==> src/rtl/weight_loader.sv <==
// Purpose : streams weight words from a valid/ready source into the neuron array's
//           shared write port, neuron 0 addr 0..P-1, then neuron 1, and so on.
// Latency : a beat at cycle t appears on wen/wsel/waddr/wdata at t+1; done rides the last write.
// Backpr. : s_ready is high only in LOAD with abort low; one beat per cycle at full rate.
//
// Ports:
//   clk, rstn        clock, synchronous active-low reset
//   start, abort     begin a full load (IDLE only) / cancel back to IDLE without done
//   s_valid/s_ready  source handshake, s_data is the weight word
//   waddr/wdata/wen  registered synapse write to the neurons
//   wsel             registered one-hot neuron select, zero whenever wen is low
//   busy             high in LOAD and DONE
//   done             single-cycle completion pulse, coincident with the final write
module weight_loader #(
    parameter int NUM_NEURONS        = 100,
    parameter int PREV_LAYER_NEURONS = 784,
    parameter int WEIGHT_WIDTH       = 32,
    parameter int ADDR_WIDTH         = 10
) (
    input  logic                    clk,
    input  logic                    rstn,
    input  logic                    start,
    input  logic                    abort,
    input  logic                    s_valid,
    input  logic [WEIGHT_WIDTH-1:0] s_data,
    output logic                    s_ready,
    output logic [ADDR_WIDTH-1:0]   waddr,
    output logic [WEIGHT_WIDTH-1:0] wdata,
    output logic                    wen,
    output logic [NUM_NEURONS-1:0]  wsel,
    output logic                    busy,
    output logic                    done
);

    localparam int NW = (NUM_NEURONS > 1) ? $clog2(NUM_NEURONS) : 1;
    localparam logic [ADDR_WIDTH-1:0] ADDR_LAST = ADDR_WIDTH'(PREV_LAYER_NEURONS - 1);
    localparam logic [NW-1:0]         NEU_LAST  = NW'(NUM_NEURONS - 1);

    typedef enum logic [1:0] {IDLE, LOAD, DONE} state_t;

    state_t                state;
    state_t                state_nxt;
    logic [ADDR_WIDTH-1:0] addr_cnt;
    logic [NW-1:0]         neu_cnt;
    logic                  beat;
    logic                  addr_last;
    logic                  final_beat;
    logic                  clr_cnt;

    assign beat       = s_valid && s_ready;
    assign addr_last  = (addr_cnt == ADDR_LAST);
    assign final_beat = beat && addr_last && (neu_cnt == NEU_LAST);

    // Counters restart on an accepted start and on any abort, so a new load
    // always begins at neuron 0, address 0.
    assign clr_cnt = ((state == IDLE) && start && !abort) ||
                     ((state != IDLE) && abort);

    // State register
    always_ff @(posedge clk) begin
        if (!rstn) begin
            state <= IDLE;
        end else begin
            state <= state_nxt;
        end
    end

    // Next-state logic; abort has priority over start and over the final beat
    always_comb begin
        state_nxt = state;
        case (state)
            IDLE: if (start && !abort) state_nxt = LOAD;
            LOAD: begin
                if (abort) begin
                    state_nxt = IDLE;
                end else if (final_beat) begin
                    state_nxt = DONE;
                end
            end
            DONE:    state_nxt = IDLE;
            default: state_nxt = IDLE;
        endcase
    end

    // Output logic; done is suppressed when the DONE cycle is aborted
    always_comb begin
        s_ready = 1'b0;
        busy    = 1'b0;
        done    = 1'b0;
        case (state)
            LOAD: begin
                s_ready = !abort;
                busy    = 1'b1;
            end
            DONE: begin
                busy = 1'b1;
                done = !abort;
            end
            default: ;
        endcase
    end

    // Address / neuron counters. The final beat wraps both to zero.
    always_ff @(posedge clk) begin
        if (!rstn || clr_cnt) begin
            addr_cnt <= '0;
            neu_cnt  <= '0;
        end else if (beat) begin
            if (addr_last) begin
                addr_cnt <= '0;
                neu_cnt  <= (neu_cnt == NEU_LAST) ? '0 : neu_cnt + 1'b1;
            end else begin
                addr_cnt <= addr_cnt + 1'b1;
            end
        end
    end

    // Registered write port. waddr/wdata hold between beats; wen/wsel drop.
    always_ff @(posedge clk) begin
        if (!rstn) begin
            waddr <= '0;
            wdata <= '0;
            wen   <= 1'b0;
            wsel  <= '0;
        end else if (beat) begin
            waddr <= addr_cnt;
            wdata <= s_data;
            wen   <= 1'b1;
            wsel  <= NUM_NEURONS'(1) << neu_cnt;
        end else begin
            wen   <= 1'b0;
            wsel  <= '0;
        end
    end

endmodule

==> config.mk <==
export PLATFORM = sky130hd
export DESIGN_NAME = weight_loader
export DESIGN_NICKNAME = d
export VERILOG_FILES = /design/src/rtl/weight_loader.sv
export SDC_FILE = /design/constraint.sdc
export NUM_CORES = 1
export LEC_CHECK = 0
export BUFFER_PORTS_ARGS = -buffer_cell sky130_fd_sc_hd__buf_2
export CAP_MARGIN = 10
export CORE_MARGIN = 2
export CORE_UTILIZATION = 44
export CTS_BUF_LIST = sky130_fd_sc_hd__clkbuf_16
export DETAILED_ROUTE_END_ITERATION = 10
export HOLD_SLACK_MARGIN = 0.12
export PLACE_DENSITY = 0.75
export SKIP_CTS_REPAIR_TIMING = 1
export SLEW_MARGIN = 20
export SYNTH_ARGS = -nofsm -noshare
export SYNTH_HDL_FRONTEND = slang
export SYNTH_SLANG_ARGS = --single-unit
==> constraint.sdc <==
create_clock -name clk -period 2.1 [get_ports clk]
set_input_delay 0.525 -clock clk [delete_from_list [all_inputs] [get_ports clk]]
set_output_delay 0.525 -clock clk [all_outputs]
set_load 0.01 [all_outputs]
# Word level (Yosys, flattened, before mapping)
# Cells that the tools add are included.
# word_totals
ram_bits	0
out_inout_bits	146
reg_bits	162
n_memories	0
elab_cells	43
mem_bits_ro	0
latchBits	0
# classes
n_reduce_logical	17
mux	10
shifts	1
bitwise_logic	0
n_div	0
mul	0
addsub	2
n_lt_le_gt_ge	0
eq_ne	6
# op_table
op	n
<< shifter 1 x 7 -> 100 bit, first input constant	1
adder 10 x 1 -> 10 bit, second input constant	1
== test 10 bit, second input constant	1
2-to-1 mux 10 bit	1
adder 7 x 1 -> 7 bit, second input constant	1
== test 7 bit, second input constant	1
logical AND 1 bit	7
2-to-1 mux 7 bit	1
2-to-1 mux 2 bit	3
AND reduction 2 bit	3
2-to-1 mux 1 bit	4
case mux 2 bit (2 select lines)	1
inequality test 3 bit, second input constant	1
== test 2 x 1 -> 1 bit, second input constant	1
== test 2 bit, second input constant	1
logical NOT 1 bit	2
logical NOT 2 bit	1
logical OR 1 bit	2
inequality test 2 x 1 -> 1 bit, second input constant	1
nonzero test 2 bit	1
OR reduction 2 bit	1

# Logic depth before layout (Yosys ltp)
# depth
ltp_word	8
ltp_mapped	7

# Least setup slack after synthesis
# Ideal clock, no wire load.
# synth_path
path_kind	register to register
start	reg addr_cnt[5]
end	reg state[0]
stages_incl_launch_ff	5
setup_ns	0.119
arrival_ns	1.904
required_time_ns	1.981
synth_period_minus_slack_ns	2.023
n_path_buf	0
setup_slack_ns	0.077
cell_sequence	dfxtp_1 > or4b_4 > nor4_1 > a21boi_0 > o221a_2
# synth_via
elab_chain_cells	5
# synth_lines
element	line	source
start, declared	43	logic [ADDR_WIDTH-1:0] addr_cnt;
start signal, assigned	113	addr_cnt <= addr_cnt + 1'b1;
== test 10 bit	51	assign addr_last = (addr_cnt == ADDR_LAST);
logical AND 1 bit (2 in series)	52	assign final_beat = beat && addr_last && (neu_cnt == NEU_LAST);
inequality test 3 bit (no line)	-	
AND reduction 2 bit (no line)	-	
end signal, assigned	64	state <= state_nxt;
end, declared	41	state_t state;
# No other way between the ends.
# A chain may end at the register's enable or synchronous reset.

# Worst setup path after layout
# layout_path
start	reg state[1]
end	out s_ready
# layout_via
elab_chain_cells	2
# layout_lines
element	line	source
== test 2 x 1 -> 1 bit	90	case (state)
2-to-1 mux 1 bit	90	
end, declared	26	output logic s_ready,
# No other way between the ends.

==> results by group <==
Outcome
  • Outcome: finished, final reports clean

Yosys
  • Mapped Area: 5200 µm²
  • Most frequent cell after synthesis: dfxtp_1
  • Number of flops mapped to enable cells by yosys: 0
  • Area contributors post-synth: dfxtp_1 (62%), nor2_1 (8.3%), nand2_1 (7.8%)
  • Async SR Flop Fraction: 0%
  • Synth area leader: dfxtp_1
  • Post-Synthesis Net Count: roughly 600
  • Seq/Total Area, Yosys: 62.4%
  • Primary FF master, synth: dfxtp_1
  • Warnings, synthesis: 0
  • Synth cell types: 36
  • Top-area cell type share of the netlist area: 62.4%
  • Post-synth top cells: dfxtp_1 (162), nor2_1 (115), nand2_1 (108)
  • Synth Register Bits: 162
  • Gate Count Post-Synth: between 500 and 600
  • Syn_area_per_cell: 9.39 µm²

Timing
  • Final setup viols: 0
  • Slew headroom: between 60% and 70%
  • Max-slew violations: 0
  • Period utilization: a little over nine tenths
  • Worst-margin pin slew: 0.492 ns
  • FMAX: 487 MHz
  • Setup TNS: 0 ns
  • Final Critical Period: 2.05 ns
  • Clock skew: roughly 0.008 ns
  • Final Hold Fails: 0
  • RSZ-0062 raised after global routing: no

Layout
  • Area Overhead vs Synth: 33.5%
  • N_diodes: 0
  • Filler instances: 973
  • Final core occ: 60.5%
  • Proportion of layout cells with a drive suffix above 1: 31.1%
  • Register Area: 3240 µm²
  • Multi-input logic area: 1840 µm²
  • Nets: 797

Place
  • Port Buf Inserts: 182
  • Placer Congestion: 0.807
  • Dpl hpwl: 8930 µm

Clocking
  • Clock Tree Root: clkbuf_16
  • H-tree Lvls: 4
  • TritonCTS clock tree: done
  • Clock buffer depth: 2
  • Clock sinks: roughly 160
  • Total CTS buffers: 17
  • Worst-Skew Late Latency: 0.42 ns
  • Clk pin slew, worst setup/hold paths: 0.06 ns

Floorplanning
  • Die extent in y: 113 µm
  • Core area: 11,500 µm²
  • Row cnt: 39
  • Die Area: 12,700 µm²
  • Initial core utilization: 45.4%
  • Die width: 113 µm
  • IO Pins: 183

Critical path
  • Cell depth of the worst flop-to-flop path: 5
  • Max FO, Critical Path: 6
  • Worst reg-to-reg setup slack: 0.09 ns
  • Crit path DAT: 1.53 ns
  • Required @ worst endpoint: 1.57 ns
  • CP Capture Type: output pin
  • Critical R2R Capture: state[0]
  • Setup CP Type: reg -> out
  • RR Startpoint: addr_cnt[4]
  • Startpoint types: flop

Global routing
  • Antenna violations before repair: 0
  • Grt ovf: 0
  • Gr usage total: 19.6%
  • Maximum number of pins on one net before global-route repair: 47
  • First-pass GRT wire length: just under 20,000 µm
  • Vias in the first global route: 4,204

Min path
  • Launch point of the worst hold path: s_data[2]
  • Worst hold path type: in -> reg
  • Hold endpoint: wdata[2]
  • Hold Path Stages: 3

Routing
  • Via density: 4.86
  • DRC viols: 0
  • ANT nets after route: 0
  • WL/cell: 13.7 µm
  • DR vias: 4,400
  • Iteration-0 DRC Markers: roughly 310
  • Pre-Repair DR Iteration Count: 4
  • Routed wire length: 12,400 µm

Pwr
  • VDD IR-drop max: 0.771 mV
  • LEAKAGE: around 3.1 nW
  • Power Dens Cells: 910 nW/µm²

Job
  • Max Cap Viol: 0
through the flow:
step	hold WS, ns	instance area, µm²	setup WS, ns	total power [W]	std cells
2_1_floorplan	0.461	5200	0.0770	0.00324	554
3_3_place_gp	0.447	6340	0.126	0.00331	874
5_1_grt	0.345	6940	0.000556	0.00653	905
6_report	0.348	6940	0.0480	0.00632	905
4_1_cts	0.330	6930	0.00652	0.00639	905
3_5_place_dp	0.456	6340	0.0591	0.00331	874
sequential cells by signal (all words and copies together), names as in the netlist:
| signal | flops |
|---|---|
| addr_cnt | 10 |
| neu_cnt | 7 |
| state | 2 |
| waddr | 10 |
| wdata | 32 |
| wen | 1 |
| wsel | 100 |
power by group:
| group | switching [W] | total (W) | internal (W) |
|---|---|---|---|
| Combinational | 0.0000806 | 0.000152 | 0.0000713 |
| Clock | 0.00129 | 0.00307 | 0.00179 |
| Sequential | 0.00000651 | 0.00309 | 0.00309 |
| Total | 0.00137 | 0.00632 | 0.00494 |
routing by layer:
layer | track usage [%] | share of wire (%) | wire length [µm]
met5 | 0 | 0 | 0
met4 | 8.13 | 1.8 | 221
met3 | 6.64 | 8.4 | 1040
met2 | 33.5 | 48 | 6000
met1 | 22.5 | 42 | 5160
worst max-delay path: stages (launching register included):
cell     delay [ns]
dfxtp_1        0.35
inv_1          0.09
ha_1           0.20
buf_4          0.15
nor2b_2        0.16
buf_2          0.14
worst max path at each step:
stage                      from    endpoint  cells after the start
floorplan           addr_cnt[5]    state[0]                      4
global placement          abort  neu_cnt[2]                      6
detailed placement        abort  neu_cnt[0]                      6
CTS                    state[1]     s_ready                      5
global route           state[1]    wsel[20]                      7
finish                 state[1]     s_ready                      5
cell usage in the layout (no fill, tap or decap), types with 2 or more instances in the layout:
master | synthesis | layout
buf_2 | 0 | 182
inv_1 | 8 | 8
a21oi_1 | 7 | 7
nand4b_1 | 2 | 2
buf_4 | 0 | 19
dfxtp_1 | 162 | 162
xor2_1 | 7 | 7
and2_1 | 2 | 2
nor2_1 | 115 | 115
nor3_1 | 3 | 3
nor4_1 | 4 | 3
bufinv_16 | 0 | 2
nand2b_1 | 3 | 3
nand4_1 | 6 | 6
a21boi_0 | 42 | 42
nand2_1 | 108 | 108
and4_1 | 2 | 2
or3_1 | 4 | 4
inv_6 | 0 | 6
nor2b_1 | 6 | 5
xnor2_1 | 2 | 2
ha_1 | 10 | 10
nand3b_1 | 2 | 2
nand3_1 | 15 | 15
o21ai_0 | 4 | 3
and3_1 | 2 | 2
or4_1 | 2 | 2
mux2i_1 | 2 | 2
inv_8 | 0 | 3
clkbuf_16 | 0 | 17
clkinv_1 | 2 | 3
logic make-up after synthesis:
kind of cell | Yosys count | share of synthesized area, %
adders and majority gates | 10 | 2.41
DFF | 162 | 62.4
AOI/OAI and AO/OA | 55 | 7.48
muxes | 2 | 0.385
buffers and inverters | 34 | 2.48
xor gates and xnor gates | 9 | 1.52
and+or+nand+nor | 282 | 23.4
final cells by class:
| class | instances | area share, % |
|---|---|---|
| multi-input cells | 358 | 26.5 |
| clock inverters | 14 | 2.40 |
| flip-flops and latches | 162 | 46.7 |
| clock buffers | 17 | 6.13 |
| repair buffers | 201 | 15.2 |
| inverters | 10 | 0.541 |
| well taps | 143 | 2.58 |
No activity file was read; power rests on OpenSTA's default activity.
